File: config.mk
export PLATFORM = sky130hd
export DESIGN_NAME = intf_array_rr_arb
export DESIGN_NICKNAME = d
export VERILOG_FILES = /design/src/rtl/intf_array_rr_arb.sv
export SDC_FILE = /design/constraint.sdc
export NUM_CORES = 1
export LEC_CHECK = 0
export BUFFER_PORTS_ARGS = -buffer_cell sky130_fd_sc_hd__buf_2
export CAP_MARGIN = 20
export CORE_MARGIN = 1.5
export CORE_UTILIZATION = 35
export CTS_CLUSTER_SIZE = 30
export DETAILED_ROUTE_END_ITERATION = 8
export PLACE_DENSITY = 0.57
export SETUP_SLACK_MARGIN = 0.1
export SLEW_MARGIN = 5
export SYNTH_ARGS = -nofsm -noshare
export SYNTH_HDL_FRONTEND = slang
export SYNTH_SLANG_ARGS = --single-unit
File: constraint.sdc
create_clock -name clk -period 5.2 [get_ports clk]
set_input_delay 0 -clock clk [delete_from_list [all_inputs] [get_ports clk]]
set_output_delay 0 -clock clk [all_outputs]
set_load 0.005 [all_outputs]
File: src/rtl/intf_array_rr_arb.sv
// intf_array_rr_arb: N-channel stream concentrator.
// Each channel has its own FIFO built in a genvar loop. A round-robin arbiter
// feeds one registered output stage.
// Optional feature macro: INTF_ARB_PKT_EN. When it is defined, the arbiter
// locks onto a channel from a beat with last=0 until it loads a beat with
// last=1. When it is undefined, every beat arbitrates on its own and in_last
// is only carried through to out_last.
module intf_array_rr_arb #(
   parameter int NCH   = 2,
   parameter int W     = 8,
   parameter int DEPTH = 4,
   localparam int CW   = $clog2(NCH),
   localparam int FW   = $clog2(DEPTH) + 1
) (
   input  logic              clk,
   input  logic              rst,
   input  logic [NCH-1:0]    in_valid,
   output logic [NCH-1:0]    in_ready,
   input  logic [NCH*W-1:0]  in_data,
   input  logic [NCH-1:0]    in_last,
   output logic              out_valid,
   input  logic              out_ready,
   output logic [W-1:0]      out_data,
   output logic [CW-1:0]     out_chan,
   output logic              out_last,
   output logic [NCH*FW-1:0] fill
);

   localparam int            AW      = $clog2(DEPTH);
   localparam logic [CW-1:0] LAST_CH = CW'(NCH - 1);

   logic [NCH-1:0] pop_s;
   logic [NCH-1:0] nonempty_s;
   logic [NCH-1:0] head_last_s;
   logic [W-1:0]   head_data_s [NCH];

   logic [CW-1:0]  rr_r;
   logic [CW-1:0]  pick_s;
   logic           found_s;
   logic           load_s;
   logic           take_s;

   // ---------------------------------------------------------------------
   // Per-channel FIFOs
   // ---------------------------------------------------------------------
   for (genvar c = 0; c < NCH; c++) begin : g_ch
      logic [W:0]    mem_r [DEPTH];
      logic [AW-1:0] wr_ptr_r;
      logic [AW-1:0] rd_ptr_r;
      logic [FW-1:0] count_r;
      logic          push_s;

      // A full FIFO refuses the push even when it is popped in the same cycle.
      assign in_ready[c]        = (count_r < FW'(DEPTH));
      assign push_s             = in_valid[c] & in_ready[c];
      assign nonempty_s[c]      = (count_r != FW'(0));
      assign head_data_s[c]     = mem_r[rd_ptr_r][W-1:0];
      assign head_last_s[c]     = mem_r[rd_ptr_r][W];
      assign fill[c*FW +: FW]   = count_r;

      // Beat storage: the last flag is kept beside the data.
      always_ff @(posedge clk) begin
         if (push_s) begin
            mem_r[wr_ptr_r] <= {in_last[c], in_data[c*W +: W]};
         end
      end

      // Pointers wrap at DEPTH naturally because DEPTH is a power of two.
      always_ff @(posedge clk) begin
         if (rst) begin
            wr_ptr_r <= AW'(0);
            rd_ptr_r <= AW'(0);
            count_r  <= FW'(0);
         end else begin
            if (push_s) begin
               wr_ptr_r <= wr_ptr_r + AW'(1);
            end
            if (pop_s[c]) begin
               rd_ptr_r <= rd_ptr_r + AW'(1);
            end
            case ({push_s, pop_s[c]})
               2'b10:   count_r <= count_r + FW'(1);
               2'b01:   count_r <= count_r - FW'(1);
               default: count_r <= count_r;
            endcase
         end
      end
   end

   // ---------------------------------------------------------------------
   // Optional packet-lock FSM
   // ---------------------------------------------------------------------
`ifdef INTF_ARB_PKT_EN
   typedef enum logic [0:0] {
      IDLE   = 1'b0,
      LOCKED = 1'b1
   } state_t;

   state_t        state_r;
   state_t        state_next_s;
   logic [CW-1:0] lock_ch_r;
   logic [CW-1:0] lock_ch_next_s;

   // State register for the packet lock.
   always_ff @(posedge clk) begin
      if (rst) begin
         state_r   <= IDLE;
         lock_ch_r <= CW'(0);
      end else begin
         state_r   <= state_next_s;
         lock_ch_r <= lock_ch_next_s;
      end
   end

   // Next state: lock on a beat with last=0; release on a beat with last=1.
   always_comb begin
      state_next_s   = state_r;
      lock_ch_next_s = lock_ch_r;
      if (take_s) begin
         if (head_last_s[pick_s]) begin
            state_next_s = IDLE;
         end else begin
            state_next_s   = LOCKED;
            lock_ch_next_s = pick_s;
         end
      end else begin
         state_next_s   = state_r;
         lock_ch_next_s = lock_ch_r;
      end
   end
`endif

   // ---------------------------------------------------------------------
   // Arbiter
   // ---------------------------------------------------------------------
   // Search rr+1, rr+2 ... modulo NCH, wrapping explicitly because NCH need
   // not be a power of two. When the packet lock is active, only the locked
   // channel is served.
   always_comb begin
      logic [CW-1:0] cand;
      pick_s  = CW'(0);
      found_s = 1'b0;
      cand    = rr_r;
      for (int i = 0; i < NCH; i++) begin
         cand = (cand == LAST_CH) ? CW'(0) : cand + CW'(1);
         if (!found_s && nonempty_s[cand]) begin
            pick_s  = cand;
            found_s = 1'b1;
         end else begin
            pick_s  = pick_s;
            found_s = found_s;
         end
      end
`ifdef INTF_ARB_PKT_EN
      if (state_r == LOCKED) begin
         pick_s  = lock_ch_r;
         found_s = nonempty_s[lock_ch_r];
      end else begin
         pick_s  = pick_s;
         found_s = found_s;
      end
`endif
   end

   assign load_s = !out_valid | out_ready;
   assign take_s = load_s & found_s;

   // Pop exactly the picked channel when the output stage takes a beat.
   always_comb begin
      for (int c = 0; c < NCH; c++) begin
         pop_s[c] = take_s && (pick_s == CW'(c));
      end
   end

   // Output register and round-robin pointer. The pointer resets to NCH-1 so
   // that channel 0 has priority first.
   always_ff @(posedge clk) begin
      if (rst) begin
         out_valid <= 1'b0;
         out_data  <= W'(0);
         out_chan  <= CW'(0);
         out_last  <= 1'b0;
         rr_r      <= LAST_CH;
      end else if (load_s) begin
         if (found_s) begin
            out_valid <= 1'b1;
            out_data  <= head_data_s[pick_s];
            out_chan  <= pick_s;
            out_last  <= head_last_s[pick_s];
            rr_r      <= pick_s;
         end else begin
            out_valid <= 1'b0;
         end
      end
   end

endmodule

==> reports/results.tsv <==
metric	value	unit
async_flop_share	0	%
std_cell_rows	38	
cts_buffer_depth	2	
cts_buffers	9	
netlist_area	3970	um^2
register_area	2760	um^2
avgSynthCellArea	16.5	um^2
dpl.hpwl	4810	um
fin_setup_tns	0	ns
synth_seq_cells	102	
track_usage	13.0	%
grt_pass1_vias	2107	
syn_nets	275	
root_buffer	clkbuf_16	
start_kind	flip-flop	
fmax	0.352	GHz
avgViaCountPerCell	4.83	
cts.clk_slew.worst_paths	0.07	ns
postLayoutCellArea	4760	um^2
final.fill_count	994	
ys_types	32	
grt_use_met3	3.56	%
wl	7220	um
postCtsSetupBuffers	0	
synth_seq_area_share	69.6	%
area_delta_synth_final	19.9	%
rsz0062_at_grt	false	
outcome	finished clean	
dr.pass1.iters	4	
hold_viol	0	
remaining_drc_errors	0	
cp_slowest_stage_delay	0.62	ns
hold_class	in2reg	
max_slew_margin	55.2	%
place_congestion	0.733	
grt.busiest_layer	met2	
ant_nets	0	
worstPathCellList	or3_4 -> a211oi_4 -> ha_1 -> inv_1 -> fa_1 -> xor2_1 -> or3_1 -> a21oi_1	
dpl_cell_area	4300	um^2
final_cell_mix	edfxtp_1, buf_2, dfxtp_1	
tightest_slew	0.671	ns
fin_nets	334	
wl_per_cell	16.3	um
antenna_found_initial	0	
endpoint_kind	flip-flop	
diodes	0	
grt_max_degree	29	
core	10900	um^2
ir_worst_vdd	0.000254	V
overflow	0	
multiInputGateArea	1100	um^2
slew_viol_final	0	
io_buffer_count	41	
vias	2143	
initial_core_util	36.3	%
p_per_area	513	nW/um^2
final_common_cell	edfxtp_1	
grt_pass1_wl	11100	um
io_pins	42	
setup_violations	0	
synth_enable_flop_cells	72	
critical_path_required	5.46	ns
skew	0.00881	ns
synth_ff_type	edfxtp_1	
cp.arrival	3.10	ns
numClockSinks	102	
worstPathMaxFanout	14	
crit_type	reg2reg	
dr.first_iter.drc_count	108	
drive_gt1_share	26.3	%
synth_warnings	0	
die_w	110	um
cpMaxStageDelayCell	a211oi_4	
dp_slack	2.40	ns
cts_tree	yes	
die_area	12000	um^2
cap_violations	0	
syn_inst	240	
setup_ws	2.36	ns
min_period	2.84	ns
clock_latency	0.34	ns
die_y	110	um
timing.final.crit_share	54.6	%
leakage	1.70	nW
hold_buffers	18	
grtUsageMet2	21.4	%
cts_resized	0	
met1_usage	16.7	%
htree_levels	3	
## synth_stat cells (2+ instances only)
cell type	count	area share [%]
fa_1	2	1.0
buf_2	3	0.38
inv_1	14	1.3
or3_1	3	0.47
a21bo_2	2	0.50
nor3_1	2	0.25
nand3b_1	2	0.38
xnor2_1	4	0.88
edfxtp_1	72	54
dfxtp_1	30	15
mux4_2	18	10
a21oi_1	9	1.1
clkbuf_1	5	0.47
a222oi_1	9	2.3
nor2_1	26	2.5
nor2b_1	2	0.32
o21ai_0	2	0.25
and2_1	8	1.3
buf_1	2	0.19
ha_1	10	3.2
xor2_1	4	0.88
## layer usage
metal  wire length (um)  part of all wire, %  up-vias
li1                   -                    -     1018
met1               3280                   45     1074
met2               3570                   49       44
met3                284                  3.9        7
met4                 85                  1.2        0
met5                  0                    0        -
## worst max-delay path, delay by kind of cell, from the launching register on
kind / cells / cell delay, ns
AO/OA/AOI/OAI: 2 / 0.77
AND/OR/NAND/NOR: 2 / 0.75
adder cells (fa/ha/maj): 2 / 0.67
flip-flops: 1 / 0.36
XOR/XNOR: 1 / 0.15
buffers and inverters: 1 / 0.06
## cell families (layout without fill, tap and decap cells)
logic type	count (synthesis)	after routing	share of synthesized area [%]
AOI/OAI and AO/OA	27	27	5.52
xor gates and xnor gates	8	8	1.76
adders and majority gates	12	12	4.16
buffers and inverters	25	89	2.65
DFF	102	102	69.6
muxes	18	18	10.2
and+or+nand+nor	48	48	6.11
## final cells by class
cell class                 count  share of cell area [%]
sequential                   102                    58.1
multi-input combinational    113                    23.2
timing repair buffer          59                    8.10
clock buffer                   9                    4.73
tap                          140                    3.68
clock inverter                 7                    1.16
inverter                      14                    1.10
## metrics by stage
step                      total power, mW  util (%)  hold slack (ns)  std cells
after floorplan                      1.64         -           0.0989        240
final                                2.44      43.5           0.0795        444
after detailed placement             1.83      39.3            0.225        410
after global routing                 2.59      43.5            0.151        444
after CTS                            2.47      43.5           0.0779        444
after global placement               1.82      39.3            0.215        410
## final timing paths
kind	end	cells after the start	slack [ns]	start
setup / recovery	g_ch[1].count_r[2]	8	2.36	g_ch[0].count_r[2]
hold / removal	out_valid	3	0.08	out_ready
setup reg to reg	g_ch[1].count_r[2]	8	2.36	g_ch[0].count_r[2]
hold reg to reg	out_chan	2	0.51	out_chan
## state kept, by name, summed over array words and instances (netlist names), named ones only
name           cells
rr_r               1
out_chan           1
g_ch.mem_r        72
out_valid          1
g_ch.count_r       6
g_ch.wr_ptr_r      4
out_data           8
g_ch.rd_ptr_r      4
out_last           1
## power breakdown
group,internal (mW),switching [mW],leakage [nW]
Clock,0.331,0.299,0.135
Combinational,0.323,0.357,0.654
Sequential,1.02,0.112,0.907
Total,1.67,0.768,1.70
(Power assumes the default switching activity.)
